[config.mk]
export PLATFORM = sky130hd
export DESIGN_NAME = ps2_receiver
export DESIGN_NICKNAME = d
export VERILOG_FILES = /design/src/rtl/ps2_receiver.sv
export SDC_FILE = /design/constraint.sdc
export NUM_CORES = 1
export LEC_CHECK = 0
export BUFFER_PORTS_ARGS = -buffer_cell sky130_fd_sc_hd__buf_2
export CAP_MARGIN = 30
export CORE_MARGIN = 4
export CORE_UTILIZATION = 30
export CTS_CLUSTER_SIZE = 12
export DETAILED_ROUTE_END_ITERATION = 12
export HOLD_SLACK_MARGIN = 0.15
export PLACE_DENSITY_LB_ADDON = 0.1
export SLEW_MARGIN = 20
export SYNTH_ARGS = -nofsm -noshare
export SYNTH_HDL_FRONTEND = slang
export SYNTH_SLANG_ARGS = --single-unit
[constraint.sdc]
create_clock -name CLK_16mhz -period 7.6 [get_ports CLK_16mhz]
set_input_delay 0.76 -clock CLK_16mhz [delete_from_list [all_inputs] [get_ports CLK_16mhz]]
set_output_delay 0.76 -clock CLK_16mhz [all_outputs]
set_load 0.03 [all_outputs]
[src/rtl/ps2_receiver.sv]
// PS/2 keyboard receiver: synchronizes and glitch-filters the pad signals, decodes
// 11-bit frames and queues scan codes in a small FIFO. Define PS2_PARITY_CHECK_EN to check odd parity.
`timescale 1ns/1ps
module ps2_receiver #(
  parameter int FIFO_DEPTH     = 4,
  parameter int FILTER_LEN     = 8,
  parameter int TIMEOUT_CYCLES = 32000
) (
  input  logic       CLK_16mhz,
  input  logic       reset,
  input  logic       keyboard_clock,
  input  logic       keyboard_data,
  output logic [7:0] scan_code,
  output logic       scan_valid,
  input  logic       scan_ready,
  output logic       overflow,
  output logic       frame_error
);

  localparam int PW = $clog2(FIFO_DEPTH);
  localparam int CW = PW + 1;
  localparam int FW = $clog2(FILTER_LEN + 1);
  localparam int TW = $clog2(TIMEOUT_CYCLES + 1);

  typedef enum logic [1:0] {IDLE, DATA, PARITY, STOP} state_t;

  logic [1:0]    clk_sync;
  logic [1:0]    data_sync;
  logic          filt_clk;
  logic [FW-1:0] filt_cnt;
  logic          clk_s;
  logic          data_s;
  logic          strobe;

  state_t        state, state_next;
  logic [2:0]    bit_cnt, bit_cnt_next;
  logic [7:0]    shift_reg, shift_next;
  logic          parity_bit, parity_next;
  logic [TW-1:0] timer, timer_next;
  logic          push_req;
  logic          error_next;
  logic          parity_ok;

  logic [7:0]    mem [FIFO_DEPTH];
  logic [PW-1:0] wr_ptr, rd_ptr;
  logic [CW-1:0] count;
  logic          full;
  logic          pop;
  logic          do_push;
  logic          overflow_next;

  assign clk_s  = clk_sync[1];
  assign data_s = data_sync[1];

  // Synchronizers and filter idle high so leaving reset never looks like a falling edge.
  always_ff @(posedge CLK_16mhz or posedge reset) begin
    if (reset) begin
      clk_sync  <= 2'b11;
      data_sync <= 2'b11;
      filt_clk  <= 1'b1;
      filt_cnt  <= '0;
    end else begin
      clk_sync  <= {clk_sync[0], keyboard_clock};
      data_sync <= {data_sync[0], keyboard_data};
      if (clk_s != filt_clk) begin
        if (filt_cnt == FW'(FILTER_LEN - 1)) begin
          filt_clk <= clk_s;
          filt_cnt <= '0;
        end else begin
          filt_cnt <= filt_cnt + FW'(1);
        end
      end else begin
        filt_cnt <= '0;
      end
    end
  end

  // The strobe fires in the cycle the filter commits a 1->0 change.
  assign strobe = filt_clk && !clk_s && (filt_cnt == FW'(FILTER_LEN - 1));

`ifdef PS2_PARITY_CHECK_EN
  assign parity_ok = ^{shift_reg, parity_bit};
`else
  assign parity_ok = 1'b1;
`endif

  always_ff @(posedge CLK_16mhz or posedge reset) begin
    if (reset) begin
      state       <= IDLE;
      bit_cnt     <= '0;
      shift_reg   <= '0;
      parity_bit  <= 1'b0;
      timer       <= '0;
      frame_error <= 1'b0;
    end else begin
      state       <= state_next;
      bit_cnt     <= bit_cnt_next;
      shift_reg   <= shift_next;
      parity_bit  <= parity_next;
      timer       <= timer_next;
      frame_error <= error_next;
    end
  end

  always_comb begin
    state_next   = state;
    bit_cnt_next = bit_cnt;
    shift_next   = shift_reg;
    parity_next  = parity_bit;
    timer_next   = timer;
    push_req     = 1'b0;
    error_next   = 1'b0;

    if (state != IDLE) begin
      if (strobe) begin
        timer_next = '0;
      end else if (timer == TW'(TIMEOUT_CYCLES - 1)) begin
        state_next   = IDLE;
        error_next   = 1'b1;
        timer_next   = '0;
        shift_next   = '0;
        bit_cnt_next = '0;
      end else begin
        timer_next = timer + TW'(1);
      end
    end

    if (strobe) begin
      case (state)
        IDLE: begin
          if (!data_s) begin
            state_next   = DATA;
            bit_cnt_next = '0;
            shift_next   = '0;
          end
        end
        DATA: begin
          shift_next   = {data_s, shift_reg[7:1]};
          bit_cnt_next = bit_cnt + 3'd1;
          if (bit_cnt == 3'd7) state_next = PARITY;
        end
        PARITY: begin
          parity_next = data_s;
          state_next  = STOP;
        end
        STOP: begin
          state_next = IDLE;
          if (data_s && parity_ok) push_req = 1'b1;
          else error_next = 1'b1;
        end
        default: state_next = IDLE;
      endcase
    end
  end

  // A full FIFO still accepts a push when the head is popped in the same cycle.
  assign full          = (count == CW'(FIFO_DEPTH));
  assign scan_valid    = (count != '0);
  assign pop           = scan_valid && scan_ready;
  assign do_push       = push_req && (!full || pop);
  assign overflow_next = push_req && full && !pop;
  assign scan_code     = scan_valid ? mem[rd_ptr] : 8'h00;

  always_ff @(posedge CLK_16mhz) begin
    if (do_push) mem[wr_ptr] <= shift_reg;
  end

  always_ff @(posedge CLK_16mhz or posedge reset) begin
    if (reset) begin
      wr_ptr   <= '0;
      rd_ptr   <= '0;
      count    <= '0;
      overflow <= 1'b0;
    end else begin
      overflow <= overflow_next;
      if (do_push) wr_ptr <= wr_ptr + PW'(1);
      if (pop) rd_ptr <= rd_ptr + PW'(1);
      case ({do_push, pop})
        2'b10:   count <= count + CW'(1);
        2'b01:   count <= count - CW'(1);
        default: count <= count;
      endcase
    end
  end

endmodule
---- Yosys cells after proc, flatten, opt, wreduce, memory -nomap -nowiden ----
Memories as Yosys holds them, arrays and structs flattened.
Index checks and enable logic that the tools add are counted.
storage, ports and cells
  bits in registers ....................... 46
  memories ................................ 1
  bits in writable memories ............... 32
  input port bits ......................... 5
  logic and storage cells ................. 82
cells by class
  mux-type cells .......................... 36
  equal/unequal tests ..................... 10
  add/subtract/negate cells ............... 7
  reductions and logical operators ........ 15
memories
  name  depth  width  read ports  clocked after Yosys merged registers in  write ports  RTL line  text
  mem   4      8      1           0                                        1            44        logic [7:0] mem [FIFO_DEPTH];
operator list
  kind                                                                    number
  8-bit two-way mux                                                       6
  15-bit two-way mux                                                      2
  8-bit case mux with 2 select lines                                      1
  15-bit by 1-bit adder with 15-bit output (second input constant)        1
  15-bit equality test (second input constant)                            1
  3-bit two-way mux                                                       5
  2-bit two-way mux                                                       6
  3-bit case mux with 2 select lines                                      2
  1-bit two-way mux                                                       11
  4-bit two-way mux                                                       2
  2-bit case mux with 4 select lines                                      1
  3-bit by 1-bit adder with 3-bit output (second input constant)          2
  2-bit equality test (second input constant)                             3
  3-bit equality test (second input constant)                             2
  1-bit logical AND                                                       6
  2-bit by 1-bit adder with 2-bit output (second input constant)          2
  4-bit by 1-bit adder with 4-bit output (second input constant)          1
  2-bit by 1-bit equality test with 1-bit output (second input constant)  2
  4-bit by 3-bit equality test with 1-bit output (second input constant)  1
  2-bit nonzero test                                                      2
  1-bit zero test                                                         3
  3-bit nonzero test                                                      1
  3-bit by 1-bit subtractor with 3-bit output (second input constant)     1
  2-bit zero test                                                         1
  3 further kinds                                                         3

---- Logic depth before layout (Yosys ltp) ----
Gate-level depths: netlist (run 1).
  depth after elaboration ................. 8
  gate-level depth with buffers ........... 13
  mapped depth without buffers ............ 12

---- Worst setup path after synthesis (run 1) ----
No wires, ideal clock.
  kind .................................... input-to-reg
  start ................................... in scan_ready
  end ..................................... reg count[2]
  library setup time ...................... 79 ps
  path slack .............................. 5042 ps
  buffers on the path ..................... 0
  arrival time ............................ 2479 ps
  cell stages on the path ................. 9
  cells stage by stage .................... or4b_1 > and2b_1 > inv_1 > ha_1 > inv_1 > fa_1 > xor2_1 > nor2_1 > xor2_1
between the ends
  cells in the longest elaborated chain, start to end .. 5
RTL lines
  item                                                                                          RTL line  text
  start, declared                                                                               15        input logic scan_ready,
  1-bit logical AND *                                                                           159       assign pop = scan_valid && scan_ready;
  1-bit logical OR                                                                              160       assign do_push = push_req && (!full || pop);
  1-bit logical AND                                                                             160
  2-bit by 1-bit equality test with 1-bit output / 2-bit equality test (equally long branches)  178       case ({do_push, pop})
  3-bit case mux with 2 select lines / 2-bit nonzero test (equally long branches)               -
  end signal, assigned                                                                          179       2'b10: count <= count + CW'(1);
  end signal, assigned                                                                          180       2'b01: count <= count - CW'(1);
  end signal, assigned                                                                          181       default: count <= count;
  end, declared                                                                                 46        logic [CW-1:0] count;
Every way passes the cells marked *; elsewhere a longest branch is shown, timed or not.
A chain may end at the register's enable or synchronous reset.

---- Final worst setup path (run 1) ----
  start ................................... reg rd_ptr[0]
  end ..................................... out scan_code[3]
between the ends
  cells in the longest elaborated chain, start to end .. 2
RTL lines
  item                    RTL line  text
  start, declared         45        logic [PW-1:0] wr_ptr, rd_ptr;
  start signal, assigned  177       if (pop) rd_ptr <= rd_ptr + PW'(1);
  memory 4 x 8 bit        -
  8-bit two-way mux       162       assign scan_code = scan_valid ? mem[rd_ptr] : 8'h00;
  end, declared           13        output logic [7:0] scan_code,
No other way between the ends.

==> results by group, run 1 <==
Job
  – Maxcap violations: 0

Detailed routing
  – Wirelength per Cell: about 15 um
  – Initial drt markers: around 130
  – Final ANT Viol Nets: 0
  – Final routed DRC violation total: 0
  – WL final: 6.39 mm
  – Via density: between 4 and 5
  – Total number of vias: slightly above 2000
  – Pre-Repair DR Iteration Count: 4

Yosys
  – Syn_nets: around 280
  – Ys async rst share: 59.0%
  – Synth top area share: a little under 30%
  – Synth cell count leaders: dfrtp_1, edfxtp_1, nand2_1, and2_1, nor2_1
  – Synth top area cells: dfrtp_1, edfxtp_1, mux4_2
  – EDFF count, synth: 32
  – Synth warnings: 0
  – Mapped cell area: ~0.0035 mm2
  – Most used DFF post-synth: dfrtp_1
  – Seq cells post-synth: roughly 80
  – Top-count cell post-synth: dfrtp_1
  – Syn_area_per_cell: about 13 um2
  – Cells after Synth: 259
  – Cell taking the most area after synthesis: dfrtp_1
  – Seq/Total Area, Yosys: 61.0%
  – Unique masters post-synth: 47

Place
  – Routability cong.: between 0.6 and 0.7
  – Port bufs: 15
  – Detailed Place HPWL: between 4 and 5 mm
  – Placed Area: between 0.003 and 0.004 mm2

Critical path
  – Worst EP required: about 6.8 ns
  – CP max FO: 10
  – CP Class: flip-flop to output port
  – Worst path arrival time: just under 2 ns
  – Startpoint types: flip-flop
  – CP endpoint kind: output port

STA
  – Minimum clock period: approximately 2.7 ns
  – RSZ-0062 raised after global routing: no
  – Worst slew pin tran: 0.763 ns
  – Final clock period utilization by the worst path: about 36%
  – Post-Route Setup TNS: 0 ns
  – Slew Limit Headroom: 48.9%
  – Final hold vios: 0
  – Setup-failing EPs final: 0
  – Clk_skew: about 0.0046 ns
  – Fin. max-slew vios: 0
  – FMAX: between 300 and 400 MHz

Clock network
  – Clock Tree Root: clkbuf_16
  – Cts repair resizes: 0
  – Clock transition at path regs: about 0.06 ns
  – Clk buf depth: 2
  – Hold Buf Count CTS: 0
  – TritonCTS clock tree: done
  – Worst-Skew Late Latency: ~0.33 ns
  – H-tree lvl count: 3
  – Clock sinks: between 70 and 80
  – Setup repair bufs after CTS: 0
  – TritonCTS Buffers: 9

Floorplan
  – Row cnt: 39
  – Ports: 16
  – Die Height: 116 um
  – Chip width: 116 um
  – Starting density of the core: a little under a third
  – Die area: 0.0134 mm2
  – Core area: between 0.01 and 0.015 mm2

GRT
  – Total track usage: between 10% and 20%
  – Grt ovf: 0
  – Initial antenna violation count: 0
  – Global-route wire length before repair: ~11 mm
  – Largest net degree at the start of global routing: 28
  – Vias in the first global route: about 2100

Power and ir drop
  – Power density over cell area: 260 mW/mm2
  – Static leakage: 0.00165 uW
  – Worst IR Drop VDD: between 0.0001 and 0.00015 V
  – Tot Pwr: ~1000 uW

Finish
  – Fraction of layout cells with a size suffix above 1: roughly 19%
  – Total Nets Final: roughly 290
  – Final instance area: 0.00401 mm2
  – Flip-flop count of the largest register after layout: 32
  – Antenna Cells: 0
  – Area Overhead vs Synth: 15.5%
  – Fill count: approximately 1100
  – Final Util: between 30% and 40%

Outcome
  – Status: completed

Worst hold path
  – Hold Crit Class: flip-flop to flip-flop
## area by class of cell
class                           instances  area, um2  share of cell area [%]
Inverter                               10       37.5                   0.936
Clock inverter                          7       81.3                    2.03
Sequential cell                        78       2120                    52.8
Clock buffer                            9        225                    5.62
Timing Repair Buffer                   16       95.1                    2.37
Tap cell                              143        179                    4.46
Multi-Input combinational cell        161       1270                    31.7
## cells by family after synthesis
kind of cell             Yosys count  synth area share [%]
XOR/XNOR                          12                  3.03
adder cells (fa/ha/maj)           11                  4.18
multiplexers                      14                  7.03
AND/OR/NAND/NOR                   83                  13.6
buffers and inverters             20                  2.31
AO/OA/AOI/OAI                     41                  8.87
flip-flops                        78                  61.0
## critical path, cell delays in order (launching register included)
cell     delay, ns
dfrtp_1       0.73
mux4_2        0.59
and2_1        0.17
buf_2         0.17
## per-layer routing
metal	up-vias	wire length, um	global-route usage, %
met4	0	86	3.99
met1	998	3050	14.4
met5	-	0	0
met2	23	3060	17.1
met3	8	196	3.13
li1	993	-	-
## final timing paths
check,from,to,slack [ns],cells past startpoint
max,rd_ptr[0],scan_code[3],4.85,3
max in group asynchronous,reset,timer[13],6.68,3
max reg2reg,clk_sync[1],count[2],4.95,12
min reg2reg,clk_sync[0],clk_sync[1],0.36,0
min in group asynchronous,reset,filt_cnt[3],0.42,2
min,clk_sync[0],clk_sync[1],0.36,0
## report_power, final
group          switching [uW]  internal [uW]  leakage [uW]
registers                39.2            459      0.000946
clock network             179            259      0.000152
logic                    52.8           53.4      0.000553
## layout by cell type (no fill, tap or decap), drive strengths merged, types with 3 or more instances in the layout
cell type,count
nor2,13
mux2i,3
nand2,16
or3,4
a22o,9
xor2,5
clkinv,3
inv,13
a22oi,3
clkbuf,9
nand4,5
buf,16
xnor2,7
dfstp,5
ha,10
edfxtp,32
or4,5
nand3,5
a31oi,3
o21ai,9
dfrtp,41
a21oi,8
and2,13
mux4,8
mux2,3
nor3,8
## metrics by stage
| step | worst slack [ns] | hold WS (ns) | instances |
|---|---|---|---|
| 6_report | 4.85 | 0.356 | 424 |
| 5_1_grt | 4.74 | 0.360 | 424 |
| 4_1_cts | 4.79 | 0.357 | 424 |
| 3_5_place_dp | 4.83 | 0.348 | 408 |
| 3_3_place_gp | 4.85 | 0.347 | 407 |
| 2_1_floorplan | 5.04 | 0.345 | 259 |
Power figures use the tool's default switching activity.
==> run 2: changes to the inputs <==
==> constraint.sdc (replaced) <==
create_clock -name CLK_16mhz -period 2.5 [get_ports CLK_16mhz]
set_input_delay 0.25 -clock CLK_16mhz [delete_from_list [all_inputs] [get_ports CLK_16mhz]]
set_output_delay 0.25 -clock CLK_16mhz [all_outputs]
set_load 0.03 [all_outputs]
==> run 2 against run 1 <==
Register-to-register slack lost 4.8 ns. First-iteration DRC count decreased by 21%. Worst setup slack worse by 4.7 ns. Sequential share of layout area down 1.6 points. Clock-buffer cell count increased by 1. Via count rose by 3.7%. Sequential power grew to 2.9 times the previous value. Global-route usage decreased by 0.11 points. Clock skew rose by 0.0015 ns. Critical path type is now flip-flop to flip-flop. Critical endpoint is now count[2].
==> results by group, run 2 (synthesis results as in run 1) <==
STA
  – Final hold vios: 0 (unchanged)
  – Slew Limit Headroom: 60.0% (+11 points)
  – Post-Route Setup TNS: 0 ns (unchanged)
  – Final clock period utilization by the worst path: a little over nine tenths
  – FMAX: around 430 MHz
  – Fin. max-slew vios: 0 (unchanged)
  – Clk_skew: 0.00613 ns (+0.00151 ns)
  – Setup-failing EPs final: 0 (unchanged)
  – Worst slew pin tran: 0.600 ns (-0.163 ns)
  – RSZ-0062 raised after global routing: no
  – Minimum clock period: ~2.3 ns

Place
  – Port bufs: 15 (unchanged)
  – Inst Count DP: 424 (+3.9%)
  – Detailed Place HPWL: 4.28 mm (+1.3%)
  – Routability cong.: 0.678 (-1.4%)

Critical path
  – Worst EP required: 2.76 ns (-4.08 ns)
  – CP max FO: 2 (-8)
  – CP max-delay cell: dfstp_2
  – Delay-heaviest family, CP: simple AND/OR/NAND/NOR gates
  – CP bufs+invs: 3 (+2)
  – Worst path arrival time: 2.60 ns (+0.61 ns)
  – Crit-path cells: inv_1, ha_1, and4b_1, nand4_1, and2b_1, inv_2, ha_4, inv_2, fa_2, xor2_1, nor2_1, xor2_1
  – Slowest stage delay, CP: 0.52 ns (-0.21 ns)
  – CP endpoint kind: flip-flop
  – Startpoint types: flip-flop
  – CP Class: flip-flop to flip-flop

Clock network
  – Clock Tree Root: clkbuf_16
  – TritonCTS Buffers: 9 (unchanged)
  – Setup repair bufs after CTS: 0 (unchanged)
  – TritonCTS clock tree: done
  – H-tree lvl count: 3 (unchanged)
  – Clock transition at path regs: 0.06 ns (about the same)
  – Clock sinks: 78 (unchanged)
  – Worst-Skew Late Latency: 0.33 ns (about the same)
  – Clk buf depth: 2 (unchanged)

Finish
  – Sequential Area: 0.00212 mm2 (unchanged)
  – Area Overhead vs Synth: 19.0%
  – Commonest non-fill, non-tap cell in the layout: dfrtp_1
  – Area of the multi-input gates: 0.00129 mm2 (+1.2%)
  – Most frequent cells in the layout: dfrtp_1, edfxtp_1, buf_4
  – Post-Layout Cell Count: 443 (+4.5%)
  – Fraction of layout cells with a size suffix above 1: 24.3% (+5.1 points)
  – Fill count: 1122 (-1.5%)
  – Flip-flop count of the largest register after layout: 32 (unchanged)
  – Antenna Cells: 0 (unchanged)
  – Total Nets Final: 311 (+6.5%)

Floorplan
  – Chip width: 116 um (unchanged)
  – Die area: 0.0134 mm2 (unchanged)
  – Core area: 0.0114 mm2 (unchanged)
  – Row cnt: 39 (unchanged)
  – Die Height: 116 um (unchanged)
  – Starting density of the core: 30.5% (unchanged)
  – Ports: 16 (unchanged)

Power and ir drop
  – Worst IR Drop VDD: 0.000291 V (+110%)
  – Power density over cell area: 750 mW/mm2 (+190%)
  – Static leakage: 0.00172 uW (+4.3%)

GRT
  – Vias in the first global route: 2146 (+1.3%)
  – Initial antenna violation count: 0 (unchanged)
  – Grt ovf: 0 (unchanged)
  – Total track usage: 10.8% (-0.11 points)
  – Largest net degree at the start of global routing: 47 (+68%)
  – Global-route wire length before repair: 11.1 mm (-0.31%)

Detailed routing
  – Final ANT Viol Nets: 0 (unchanged)
  – Via density: 4.73 (-0.79%)
  – WL final: 6.51 mm (+1.9%)
  – Final routed DRC violation total: 0 (unchanged)
  – Wirelength per Cell: 14.7 um (-2.5%)
  – Total number of vias: 2096 (+3.7%)
  – Pre-Repair DR Iteration Count: 4 (unchanged)
  – Initial drt markers: 104 (-21%)

Job
  – Maxcap violations: 0 (unchanged)

Worst hold path
  – Hold Crit Class: input pin to flip-flop

Outcome
  – Status: completed
[run 2: cell count changes in the layout (fill, tap and decap cells not counted), sizes merged]
cell	previous run	this run
clkinvlp	0	1
clkbuf	9	10
bufinv	1	0
clkinv	3	4
dlygate4sd3	0	3
inv	13	11
buf	16	32
[run 2: worst reg2reg max path, cell delays in order, from the launching register on]
cell and delay, ns:
dfstp_2 0.52, inv_1 0.04, ha_1 0.19, and4b_1 0.21
nand4_1 0.13, and2b_1 0.22, inv_2 0.07, ha_4 0.13
inv_2 0.04, fa_2 0.32, xor2_1 0.14, nor2_1 0.12
xor2_1 0.14
[run 2: path summary, 6_finish.rpt]
kind | cells past startpoint | to | startpoint | slack (ns)
worst max-delay path | 12 | count[2] | clk_sync[1] | 0.15
worst min-delay path | 3 | overflow | scan_ready | 0.23
worst max register to register | 12 | count[2] | clk_sync[1] | 0.15
worst min register to register | 0 | data_sync[1] | data_sync[0] | 0.36
max in group asynchronous | 4 | rd_ptr[1] | reset | 1.48
min in group asynchronous | 4 | filt_cnt[3] | reset | 0.61
[run 2: through the flow]
| step | hold WS (ns) | util, % | area [um2] | setup WS [ns] | power (uW) |
|---|---|---|---|---|---|
| after global placement | 0.346 | 33.5 | 3810 | 0.0763 | 1900 |
| after detailed placement | 0.349 | 33.5 | 3810 | 0.0400 | 1900 |
| after floorplan | 0.254 | - | 3470 | 0.0146 | 1790 |
| after global routing | 0.275 | 36.3 | 4130 | 0.00657 | 3260 |
| after CTS | 0.224 | 36.2 | 4120 | 0.0249 | 3120 |
| final | 0.233 | 36.3 | 4130 | 0.153 | 3100 |
[run 2: timing repair]
action | 4_1_cts | 5_1_grt
setup endpoints to repair | 0 | 1
gates resized for setup | 0 | 5
hold endpoints to repair | 43 | 0
hold buffers | 3 | 0
[run 2: cell type report]
class	instances	area share, %
sequential	78	51.3
multi-input combinational	161	31.2
timing repair buffer	35	5.63
clock buffer	10	5.54
tap	143	4.33
clock inverter	6	1.15
inverter	10	0.909
[run 2: power breakdown]
| part | switching, uW | internal (uW) |
|---|---|---|
| registers | 75.2 | 1400 |
| clock network | 530 | 679 |
| logic | 220 | 195 |
[run 2: per-layer routing]
layer | GRT usage [%] | vias to the layer above | share of wire [%]
met5 | 0 | - | 0
met2 | 17.5 | 26 | 48
met3 | 2.87 | 11 | 3.2
met4 | 4.46 | 0 | 1.8
li1 | - | 1032 | -
met1 | 13.7 | 1027 | 47
==> run 3: changes to the inputs <==
--- a/config.mk
+++ b/config.mk
@@ -7,6 +7,8 @@
 export LEC_CHECK = 0
 export BUFFER_PORTS_ARGS = -buffer_cell sky130_fd_sc_hd__buf_2
 export CAP_MARGIN = 30
+export CELL_PAD_IN_SITES_DETAIL_PLACEMENT = 1
+export CELL_PAD_IN_SITES_GLOBAL_PLACEMENT = 1
 export CORE_MARGIN = 4
 export CORE_UTILIZATION = 30
 export CTS_CLUSTER_SIZE = 12
==> run 3 against run 2 <==
Sequential share of layout area down 0.78 points. Wire length increased by 9.0%. Fmax barely moved. Die area unchanged. Clock skew grew 0.0025 ns. Largest cell class unchanged. Largest power group unchanged.
==> results by group, run 3 (synthesis results as in run 1) <==
Power and ir drop
  – Power density over cell area: 762 mW/mm2 (+1.7%)
  – Static leakage: 0.00174 uW (+1.3%)
  – Worst IR Drop VDD: 0.000354 V (+21%)

Floorplan
  – Row cnt: 39 (unchanged)
  – Die area: 0.0134 mm2 (unchanged)
  – Core area: 0.0114 mm2 (unchanged)
  – Ports: 16 (unchanged)
  – Chip width: 116 um (unchanged)
  – Die Height: 116 um (unchanged)
  – Starting density of the core: 30.5% (unchanged)

STA
  – FMAX: 426 MHz (about the same)
  – Minimum clock period: 2.35 ns (-0.00111 ns)
  – Setup-failing EPs final: 0 (unchanged)
  – Post-Route Setup TNS: 0 ns (unchanged)
  – Slew Limit Headroom: 58.6% (-1.3 points)
  – Final clock period utilization by the worst path: 93.8% (about the same)
  – Fin. max-slew vios: 0 (unchanged)
  – Worst slew pin tran: 0.620 ns (+0.0200 ns)
  – Final hold vios: 0 (unchanged)
  – Clk_skew: 0.00865 ns (+0.00252 ns)
  – RSZ-0062 raised after global routing: yes
  – Post-route setup slack: 0.154 ns (+0.00111 ns)

Place
  – Port bufs: 15 (unchanged)
  – Setup WS pre-CTS: -0.00383 ns (-0.0439 ns)
  – Inst Count DP: 423 (-0.24%)
  – Detailed Place HPWL: 4.85 mm (+13%)
  – Routability cong.: 0.699 (+3.1%)
  – Placed Area: 0.00383 mm2 (+0.46%)

Finish
  – Post-Layout Cell Count: 445 (+0.45%)
  – Fraction of layout cells with a size suffix above 1: 25.5% (+1.2 points)
  – Commonest non-fill, non-tap cell in the layout: dfrtp_1
  – Total Nets Final: 313 (+0.64%)
  – Most frequent cells in the layout: dfrtp_1, edfxtp_1, buf_4
  – Final Util: 36.9% (+0.56 points)
  – Area Overhead vs Synth: 20.9%
  – Final instance area: 0.00420 mm2 (+1.5%)
  – Flip-flop count of the largest register after layout: 32 (unchanged)
  – Sequential Area: 0.00212 mm2 (unchanged)
  – Area of the multi-input gates: 0.00129 mm2 (+0.19%)
  – Antenna Cells: 0 (unchanged)
  – Fill count: 1206 (+7.5%)

Detailed routing
  – Final routed DRC violation total: 0 (unchanged)
  – WL final: 7.10 mm (+9.0%)
  – Via density: 4.87 (+2.9%)
  – Initial drt markers: 69 (-34%)
  – Pre-Repair DR Iteration Count: 4 (unchanged)
  – Final ANT Viol Nets: 0 (unchanged)
  – Wirelength per Cell: 16.0 um (+8.6%)
  – Metal2 WL: 3.51 mm (+11%)
  – Total number of vias: 2166 (+3.3%)
  – M1 WL: 3.31 mm (+9.1%)
  – Max Used Layer: met4
  – Met3 WL: 197 um (-6.6%)

Clock network
  – Clk buf depth: 2 (unchanged)
  – TritonCTS Buffers: 9 (unchanged)
  – Worst-Skew Late Latency: 0.33 ns (about the same)
  – Clock sinks: 78 (unchanged)
  – Clock transition at path regs: 0.07 ns (about the same)
  – Clock Tree Root: clkbuf_16
  – TritonCTS clock tree: done
  – H-tree lvl count: 3 (unchanged)

GRT
  – Initial antenna violation count: 0 (unchanged)
  – Total track usage: 12.1% (+1.3 points)
  – Global-route wire length before repair: 12.4 mm (+12%)
  – Grt ovf: 0 (unchanged)
  – Vias in the first global route: 2383 (+11%)
  – Largest net degree at the start of global routing: 47 (unchanged)

Critical path
  – CP max-delay cell: dfstp_2
  – CP endpoint kind: flip-flop
  – Worst EP required: 2.75 ns (about the same)
  – Startpoint types: flip-flop
  – Worst path arrival time: 2.60 ns (about the same)
  – Crit-path cells: inv_2, ha_4, and4b_1, nand4_1, and2b_1, inv_1, ha_2, inv_2, fa_2, xor2_1, nor2_1, xor2_1
  – CP max FO: 2 (unchanged)
  – CP Class: flip-flop to flip-flop
  – Slowest stage delay, CP: 0.53 ns (about the same)

Worst hold path
  – Hold Crit Class: input pin to flip-flop

Outcome
  – Status: completed

Job
  – Maxcap violations: 0 (unchanged)
[run 3: worst paths after layout]
| kind | slack (ns) | cells after the start | from | to |
|---|---|---|---|---|
| worst max-delay path | 0.15 | 12 | clk_sync[1] | count[2] |
| worst min-delay path | 0.26 | 3 | scan_ready | overflow |
| worst max register to register | 0.15 | 12 | clk_sync[1] | count[2] |
| worst min register to register | 0.36 | 0 | clk_sync[0] | clk_sync[1] |
| max in group asynchronous | 1.45 | 4 | reset | rd_ptr[1] |
| min in group asynchronous | 0.62 | 4 | reset | bit_cnt[1] |
[run 3: power by group]
part           total (uW)  internal, uW  switching (uW)
combinational         376           198             178
sequential           1520          1400             122
clock                1300           706             597
total                3200          2300             897
[run 3: stage by stage]
step	power, uW	hold WS [ns]
floorplan	1790	0.254
global placement	1900	0.346
detailed placement	1920	0.347
CTS	3250	0.249
global route	3370	0.280
finish	3200	0.259
[run 3: repair_timing]
item,4_1_cts,5_1_grt
gates cloned,0,0
endpoints found under the hold margin,43,0
hold buffers,3,0
resized for setup,0,6
pin swaps,1,3
setup endpoints to repair,1,1
setup buffers,1,2
[run 3: layout make-up]
cell class	instances	share of cell area, %
clock buffer	9	5.37
clock inverter	7	1.73
inverter	10	0.895
multi-input combinational	161	30.7
sequential	78	50.5
tap	143	4.26
timing repair buffer	37	6.50
[run 3: worst max-delay path: cells and delay by family, from the launching register on]
kind | cells | cell delay (ns)
XOR/XNOR | 2 | 0.29
adder cells (fa/ha/maj) | 3 | 0.65
flip-flops | 1 | 0.53
AND/OR/NAND/NOR | 4 | 0.66
buffers and inverters | 3 | 0.14
[run 3: per-layer routing]
metal,GRT usage [%],vias up
li1,-,1036
met3,2.77,7
met2,20.1,28
met4,4.46,0
met5,0,-
met1,15.5,1095
